<file path="config.mk">
export PLATFORM = sky130hd
export DESIGN_NAME = j1_uart_hub
export DESIGN_NICKNAME = d
export VERILOG_FILES = /design/src/rtl/j1_io_pkg.sv /design/src/rtl/j1_byte_fifo.sv /design/src/rtl/j1_uart_hub.sv
export SDC_FILE = /design/constraint.sdc
export NUM_CORES = 1
export LEC_CHECK = 0
export BUFFER_PORTS_ARGS = -buffer_cell sky130_fd_sc_hd__buf_2
export CORE_ASPECT_RATIO = 1.25
export CORE_UTILIZATION = 40
export CTS_CLUSTER_SIZE = 14
export DETAILED_ROUTE_END_ITERATION = 10
export PLACE_DENSITY = 0.66
export SLEW_MARGIN = 10
export SYNTH_ARGS = -nofsm -noshare
export SYNTH_HDL_FRONTEND = slang
export SYNTH_SLANG_ARGS = --single-unit
</file>
<file path="constraint.sdc">
create_clock -name clk -period 4.4 [get_ports clk]
set_input_delay 0.44 -clock clk [delete_from_list [all_inputs] [get_ports clk]]
set_output_delay 0.44 -clock clk [all_outputs]
set_load 0.02 [all_outputs]
</file>
<file path="src/rtl/j1_io_pkg.sv">
// j1_io_pkg
// Shared constants for the j1 I/O byte-stream hub:
//   - address bits that pick the data port, the status port and the channel field
//   - bit positions inside the status word
//   - a helper that packs one channel's status word
package j1_io_pkg;

    localparam int IO_UART_BIT   = 12;
    localparam int IO_STATUS_BIT = 13;
    localparam int IO_CH_LSB     = 4;

    localparam int ST_TXNF    = 0;
    localparam int ST_RXNE    = 1;
    localparam int ST_RXDROP  = 2;
    localparam int ST_TXOVF   = 3;
    localparam int ST_CNT_LSB = 8;

    typedef logic [7:0] byte_t;

    // Count arrives as 9 bits so a 256-deep FIFO can report "full";
    // the status field only holds 8 bits, so 256 reads back as 255.
    function automatic logic [15:0] status_word(
        input logic [8:0] cnt,
        input logic       txovf,
        input logic       rxdrop,
        input logic       rxne,
        input logic       txnf
    );
        logic [15:0] w;
        w                    = '0;
        w[ST_CNT_LSB +: 8]   = cnt[8] ? 8'hFF : cnt[7:0];
        w[ST_TXOVF]          = txovf;
        w[ST_RXDROP]         = rxdrop;
        w[ST_RXNE]           = rxne;
        w[ST_TXNF]           = txnf;
        return w;
    endfunction

endpackage

</file>
<file path="src/rtl/j1_byte_fifo.sv">
// j1_byte_fifo
// 8-bit synchronous FIFO, DEPTH entries (power of two).
// Ports:
//   clk, resetq     clock, asynchronous active-low reset
//   i_push, i_data  push request and byte; ignored while full
//   i_pop           pop request; ignored while empty
//   o_head          byte at the read pointer (meaningful when not empty)
//   o_count         occupancy, one bit wider than the pointers
//   o_full, o_empty occupancy flags
// Full/empty come from the registered count, so a push into a full FIFO is
// refused even if a pop happens in the same cycle.
module j1_byte_fifo #(
    parameter int DEPTH = 16
) (
    input  logic                       clk,
    input  logic                       resetq,
    input  logic                       i_push,
    input  logic [7:0]                 i_data,
    input  logic                       i_pop,
    output logic [7:0]                 o_head,
    output logic [$clog2(DEPTH):0]     o_count,
    output logic                       o_full,
    output logic                       o_empty
);

    localparam int AW = $clog2(DEPTH);

    logic [7:0]    r_mem [DEPTH];
    logic [AW-1:0] r_wr_ptr;
    logic [AW-1:0] r_rd_ptr;
    logic [AW:0]   r_count;

    logic w_push_ok;
    logic w_pop_ok;

    assign o_full    = (r_count == (AW+1)'(DEPTH));
    assign o_empty   = (r_count == '0);
    assign w_push_ok = i_push & ~o_full;
    assign w_pop_ok  = i_pop & ~o_empty;
    assign o_head    = r_mem[r_rd_ptr];
    assign o_count   = r_count;

    always_ff @(posedge clk or negedge resetq) begin
        if (!resetq) begin
            r_wr_ptr <= '0;
            r_rd_ptr <= '0;
            r_count  <= '0;
        end else begin
            if (w_push_ok)
                r_wr_ptr <= r_wr_ptr + AW'(1);
            if (w_pop_ok)
                r_rd_ptr <= r_rd_ptr + AW'(1);
            case ({w_push_ok, w_pop_ok})
                2'b10:   r_count <= r_count + (AW+1)'(1);
                2'b01:   r_count <= r_count - (AW+1)'(1);
                default: r_count <= r_count;
            endcase
        end
    end

    // Storage is not reset; the pointers define what is valid.
    always_ff @(posedge clk) begin
        if (w_push_ok)
            r_mem[r_wr_ptr] <= i_data;
    end

endmodule

</file>
<file path="src/rtl/j1_uart_hub.sv">
// j1_uart_hub
// Byte-stream I/O hub between the j1 core I/O port and CHANNELS host-side
// byte streams. Each channel owns an RX FIFO (host -> core) and a TX FIFO
// (core -> host).
// Ports:
//   clk, resetq            clock, asynchronous active-low reset
//   io_rd, io_wr           core I/O strobes
//   mem_addr, dout         core I/O address and write data
//   io_din                 read data to the core (valid the cycle after io_rd)
//   tx_valid/tx_data/tx_ready   per-channel TX stream to the host
//   rx_valid/rx_data/rx_ready   per-channel RX stream from the host
// Address map (after the one-cycle capture):
//   bit 12  data port   : write pushes TX, read pops RX
//   bit 13  status port : read status word, write clears sticky flags
//   [4+:CHW] channel; channels >= CHANNELS read 0 and ignore writes
module j1_uart_hub
    import j1_io_pkg::*;
#(
    parameter int CHANNELS = 2,
    parameter int RX_DEPTH = 16,
    parameter int TX_DEPTH = 16
) (
    input  logic                    clk,
    input  logic                    resetq,
    input  logic                    io_rd,
    input  logic                    io_wr,
    input  logic [15:0]             mem_addr,
    input  logic [15:0]             dout,
    output logic [15:0]             io_din,
    output logic [CHANNELS-1:0]     tx_valid,
    output logic [8*CHANNELS-1:0]   tx_data,
    input  logic [CHANNELS-1:0]     tx_ready,
    input  logic [CHANNELS-1:0]     rx_valid,
    input  logic [8*CHANNELS-1:0]   rx_data,
    output logic [CHANNELS-1:0]     rx_ready
);

    localparam int CHW = (CHANNELS > 1) ? $clog2(CHANNELS) : 1;
    localparam int RCW = $clog2(RX_DEPTH) + 1;
    localparam int TCW = $clog2(TX_DEPTH) + 1;

    logic          r_io_rd;
    logic          r_io_wr;
    logic [15:0]   r_dout;
    logic [15:0]   r_io_addr;
    logic [CHANNELS-1:0] r_tx_ovf;
    logic [CHANNELS-1:0] r_rx_drop;

    logic [CHW-1:0] w_ch;
    logic           w_data_sel;
    logic           w_stat_sel;

    logic [CHANNELS-1:0] w_sel;
    logic [CHANNELS-1:0] w_tx_push;
    logic [CHANNELS-1:0] w_tx_pop;
    logic [CHANNELS-1:0] w_tx_full;
    logic [CHANNELS-1:0] w_tx_empty;
    logic [CHANNELS-1:0] w_rx_push;
    logic [CHANNELS-1:0] w_rx_pop;
    logic [CHANNELS-1:0] w_rx_full;
    logic [CHANNELS-1:0] w_rx_empty;
    logic [CHANNELS-1:0] w_ovf_set;
    logic [CHANNELS-1:0] w_ovf_clr;
    logic [CHANNELS-1:0] w_drop_set;
    logic [CHANNELS-1:0] w_drop_clr;

    byte_t       w_rx_head  [CHANNELS];
    byte_t       w_tx_head  [CHANNELS];
    logic [8:0]  w_rx_cnt9  [CHANNELS];

    logic [15:0] w_rd_word;
    logic        w_unused;

    // Core-side capture: the address is held between accesses so io_din
    // stays tied to the last addressed port.
    always_ff @(posedge clk or negedge resetq) begin
        if (!resetq) begin
            r_io_rd   <= 1'b0;
            r_io_wr   <= 1'b0;
            r_dout    <= '0;
            r_io_addr <= '0;
        end else begin
            r_io_rd <= io_rd;
            r_io_wr <= io_wr;
            r_dout  <= dout;
            if (io_rd | io_wr)
                r_io_addr <= mem_addr;
        end
    end

    assign w_ch       = r_io_addr[IO_CH_LSB +: CHW];
    assign w_data_sel = r_io_addr[IO_UART_BIT];
    assign w_stat_sel = r_io_addr[IO_STATUS_BIT];

    for (genvar c = 0; c < CHANNELS; c++) begin : g_ch
        logic [RCW-1:0] w_rx_count;
        logic [TCW-1:0] w_tx_count_unused;

        // An out-of-range channel matches no w_sel bit, so it reads 0 and
        // its writes fall on the floor.
        assign w_sel[c]      = (w_ch == CHW'(c));

        assign w_tx_push[c]  = r_io_wr & w_data_sel & w_sel[c];
        assign w_tx_pop[c]   = tx_ready[c] & ~w_tx_empty[c];
        assign w_rx_push[c]  = rx_valid[c] & ~w_rx_full[c];
        assign w_rx_pop[c]   = r_io_rd & w_data_sel & w_sel[c] & ~w_rx_empty[c];

        assign w_ovf_set[c]  = w_tx_push[c] & w_tx_full[c];
        assign w_drop_set[c] = rx_valid[c] & w_rx_full[c];
        assign w_ovf_clr[c]  = r_io_wr & w_stat_sel & w_sel[c] & r_dout[ST_TXOVF];
        assign w_drop_clr[c] = r_io_wr & w_stat_sel & w_sel[c] & r_dout[ST_RXDROP];

        assign tx_valid[c]        = ~w_tx_empty[c];
        assign tx_data[8*c +: 8]  = w_tx_head[c];
        assign rx_ready[c]        = ~w_rx_full[c];
        assign w_rx_cnt9[c]       = 9'(w_rx_count);

        j1_byte_fifo #(.DEPTH(RX_DEPTH)) u_rx_fifo (
            .clk     (clk),
            .resetq  (resetq),
            .i_push  (w_rx_push[c]),
            .i_data  (rx_data[8*c +: 8]),
            .i_pop   (w_rx_pop[c]),
            .o_head  (w_rx_head[c]),
            .o_count (w_rx_count),
            .o_full  (w_rx_full[c]),
            .o_empty (w_rx_empty[c])
        );

        j1_byte_fifo #(.DEPTH(TX_DEPTH)) u_tx_fifo (
            .clk     (clk),
            .resetq  (resetq),
            .i_push  (w_tx_push[c]),
            .i_data  (r_dout[7:0]),
            .i_pop   (w_tx_pop[c]),
            .o_head  (w_tx_head[c]),
            .o_count (w_tx_count_unused),
            .o_full  (w_tx_full[c]),
            .o_empty (w_tx_empty[c])
        );
    end

    // A new error event in the same cycle as a clear wins, so it is never lost.
    always_ff @(posedge clk or negedge resetq) begin
        if (!resetq) begin
            r_tx_ovf  <= '0;
            r_rx_drop <= '0;
        end else begin
            r_tx_ovf  <= (r_tx_ovf  & ~w_ovf_clr)  | w_ovf_set;
            r_rx_drop <= (r_rx_drop & ~w_drop_clr) | w_drop_set;
        end
    end

    always_comb begin
        w_rd_word = '0;
        for (int c = 0; c < CHANNELS; c++) begin
            if (w_sel[c]) begin
                if (w_data_sel && !w_rx_empty[c])
                    w_rd_word = w_rd_word | {8'h00, w_rx_head[c]};
                if (w_stat_sel)
                    w_rd_word = w_rd_word | status_word(w_rx_cnt9[c], r_tx_ovf[c],
                                                        r_rx_drop[c], ~w_rx_empty[c],
                                                        ~w_tx_full[c]);
            end
        end
    end

    assign io_din = w_rd_word;

    // Address and data bits outside the decoded fields are intentionally unused.
    assign w_unused = &{1'b0, r_io_addr, r_dout};

endmodule

</file>
==> impl_summary.log <==
[metrics] Num CTS Buffers: 57
[metrics] overall power after layout: 16.8 mW
[metrics] average wire per cell in the routed design: 22.3 um
[metrics] cell area power density: 630 mW/mm^2
[metrics] detailed-route vias per instance: 5.30
[metrics] relative area change from synthesis to final layout: 13.4%
[metrics] synthesis warning total: 0
[metrics] peak supply drop: 0.000409 V
[metrics] most frequent standard cell in the layout excluding fill and tap cells: edfxtp_1
[metrics] count of port buffers added during placement: 67
[metrics] Clock Pin Slew Worst Setup and Hold Paths: 0.06 ns
[metrics] max-cap check violation count: 0
[metrics] static leakage: 8.93 nW
[metrics] Worst Hold Path Cells: 3
[metrics] number of enable flip-flop cells after synthesis: 512
[metrics] Post-DRT Antenna Nets: 0
[metrics] top-level I/O count: 92
[metrics] buffers inserted by post-CTS timing repair: 0
[metrics] total global routing track utilization: 16.0%
[metrics] class of the most critical hold timing path: input pin to flip-flop
[metrics] final worst hold slack: 0.0803 ns
[metrics] Storage cell area: 0.0171 mm^2
[metrics] number of endpoints failing setup at the final stage: 0
[metrics] Final Wtd Congestion: 0.762
[metrics] overall die height: 273 um
[metrics] total wire length: 46.6 mm
[metrics] proportion of synthesized chip area in sequential cells: 72.6%
[metrics] synthesized cell area: 0.0236 mm^2
[metrics] Final Core Density: 45.8%
[metrics] maximum fanout along the worst path: 19
[metrics] layout cells sized above 1: 25.7%
[metrics] total count of hold-check failures in the final report: 0
[metrics] number of instances in the synthesized netlist: 1189
[metrics] count of vias placed by the detailed router: 11100
[metrics] Clock Tree Buf Depth: 3
[metrics] Pre-Repair DR Iteration Count: 5
[metrics] clock sink count: 581
[metrics] final critical path time including I/O delays and setup: 3.91 ns
[metrics] number of violations reported at the end of detailed-routing iteration 0: 828
[metrics] primary flip-flop cell chosen by synthesis mapping: edfxtp_1
[metrics] Post-Route Setup TNS: 0 ns
[metrics] Core Region: 0.0583 mm^2
[metrics] fillcell total: 4832
[metrics] die span in x: 219 um
[metrics] total gr overflow: 0
[metrics] pin count of the biggest net entering global routing: 36
[metrics] required time of the worst setup path: 3.96 ns
[metrics] Slew headroom: 22.9%
[metrics] share of flip-flops with an asynchronous set or reset: 11.9%
[metrics] number of antenna violations at the first check in global routing: 1
[metrics] wire length of the first global-routing pass: 71.1 mm
[metrics] floorplan row count: 99
[metrics] number of cells traversed by the worst register-to-register path: 10
[metrics] number of diodes added for antenna fixing: 0
[metrics] skew final: 0.0249 ns
[metrics] CTS tree: done
[metrics] critical path data arrival time: 3.47 ns
[metrics] DRC errors left: 0
[metrics] DP HPWL: 29.8 mm
[metrics] count of cell types in the netlist: 50
[metrics] H-tree levels: 2
[metrics] area occupied by multi-input gates: 0.00598 mm^2
[metrics] number of slew-limit violations in the final report: 0
[metrics] type of destination of the critical path: primary output
[metrics] crit share post-route: 88.8%
[metrics] outcome: completed
[metrics] most frequent cells in the layout: edfxtp_1 (512), mux4_2 (136), buf_2 (66)
[metrics] floorplan die area: 0.0599 mm^2
[metrics] net count reported at finish: 1381
[metrics] Synth Register Bits: 581
[metrics] final non-filler cell area: 0.0267 mm^2
[metrics] RSZ-0062 raised after global routing: no
[metrics] placed standard-cell area: 0.0247 mm^2
[metrics] achievable frequency: 256 MHz
[metrics] Skew-Pair Late Insertion Delay: 0.61 ns
[metrics] post-synthesis area per instance: 19.8 um^2
[metrics] critical path class: flip-flop to primary output
[metrics] Worst setup SP type: flip-flop
[metrics] transition time of the tightest slew-check pin: 1.16 ns
[metrics] clock root buffer: clkbuf_16
[metrics] number of global-route vias before repair: 11700
[metrics] Initial Util: 40.4%
repair_timing:
item | 4_1_cts | 5_1_grt
hold buffers | 11 | 0
gates resized for setup | 0 | 0
setup endpoints to repair | 0 | 0
hold endpoints to repair | 44 | 0
worst paths after layout:
check / from / end / slack, ns
setup / recovery: g_ch[1].u_rx_fifo.r_rd_ptr[1] / io_din[3] / 0.49
hold / removal: rx_valid[0] / r_rx_drop[0] / 0.08
setup reg to reg: g_ch[1].u_rx_fifo.o_count[1] / g_ch[1].u_rx_fifo.o_count[4] / 1.30
hold reg to reg: g_ch[0].u_tx_fifo.r_rd_ptr[0] / g_ch[0].u_tx_fifo.r_rd_ptr[0] / 0.47
max in group asynchronous: resetq / g_ch[0].u_rx_fifo.r_rd_ptr[1] / 3.10
min in group asynchronous: resetq / g_ch[0].u_tx_fifo.r_rd_ptr[3] / 0.36
state kept, by name, summed over array words and instances, names as in the netlist, 2 cells and up:
register / flops
g_ch.u_rx_fifo.o_count: 10
g_ch.u_rx_fifo.r_mem: 256
g_ch.u_rx_fifo.r_rd_ptr: 8
g_ch.u_rx_fifo.r_wr_ptr: 8
g_ch.u_tx_fifo.o_count: 10
g_ch.u_tx_fifo.r_mem: 256
g_ch.u_tx_fifo.r_rd_ptr: 8
g_ch.u_tx_fifo.r_wr_ptr: 8
r_dout: 8
r_io_addr: 3
r_rx_drop: 2
r_tx_ovf: 2
critical path: stages, from the launching register on:
cell and delay, ns:
dfrtp_1 0.98, mux4_2 0.59, nor2b_1 0.14, a211oi_1 0.48, a211oi_1 0.16, a211o_1 0.32, buf_2 0.17
power breakdown:
group          switching [mW]  total [mW]  internal, mW
sequential              0.818        7.39          6.57
combinational            2.20        4.43          2.24
clock                    2.02        5.01          2.99
Yosys cell counts (2+ instances only):
library cell,count,area share (%)
nor2_1,51,0.81
o21ai_1,14,0.30
clkbuf_1,23,0.37
mux4_1,8,0.89
a211oi_1,10,0.32
inv_1,21,0.33
ha_1,36,1.9
nand4_1,9,0.24
a211o_1,3,0.11
mux2i_1,23,0.98
nor4_1,2,0.053
dfrtp_1,69,7.3
a21o_1,6,0.19
nor2b_1,13,0.35
nor3_1,15,0.32
buf_1,7,0.11
buf_6,9,0.43
nand2_1,43,0.69
xor2_1,13,0.48
a2111oi_2,2,0.13
o22ai_1,4,0.11
o21ai_0,7,0.15
mux4_2,136,13
a211oi_2,3,0.16
inv_2,4,0.064
and4_1,2,0.074
nor3b_1,2,0.064
and3_1,3,0.080
xnor2_1,29,1.1
mux2_1,6,0.29
and2_1,21,0.56
fa_1,4,0.34
nand2b_1,6,0.16
edfxtp_1,512,65
nor4_2,2,0.11
buf_2,18,0.38
a21oi_1,16,0.34
nand3_1,5,0.11
buf_4,9,0.29
mux2_2,13,0.62
routing by layer:
layer | share of wire [%] | global-route usage (%) | vias up
met1 | 41 | 20.5 | 5789
met3 | 4.8 | 2.76 | 74
li1 | - | - | 4932
met2 | 52 | 27.7 | 291
met5 | 0 | 0 | -
met4 | 2.6 | 5.14 | 0
cell families (layout without fill, tap and decap cells):
| kind of cell | count (synthesis) | after routing | share of synthesized area [%] |
|---|---|---|---|
| flops | 581 | 581 | 72.6 |
| mux | 186 | 186 | 15.8 |
| simple gates | 177 | 177 | 3.71 |
| buf+inv | 92 | 234 | 2.06 |
| compound gates | 70 | 70 | 2.03 |
| xor+xnor | 42 | 42 | 1.56 |
| fa+ha+maj | 40 | 40 | 2.25 |
| other cells | 1 | 3 | 0.0159 |
final cells by class:
cell class / instances / area share (%)
Clock buffer: 79 / 5.96
Inverter: 25 / 0.351
Clock inverter: 28 / 1.29
Sequential cell: 581 / 64.1
Timing Repair Buffer: 102 / 2.40
Tap cell: 757 / 3.55
Multi-Input combinational cell: 518 / 22.4
metrics by stage:
stage / setup WS (ns) / instances
3_3_place_gp: 1.09 / 1972
5_1_grt: 0.352 / 2090
3_5_place_dp: 1.07 / 1972
2_1_floorplan: 1.61 / 1191
4_1_cts: 0.397 / 2090
6_report: 0.493 / 2090
Power figures use the tool's default switching activity.
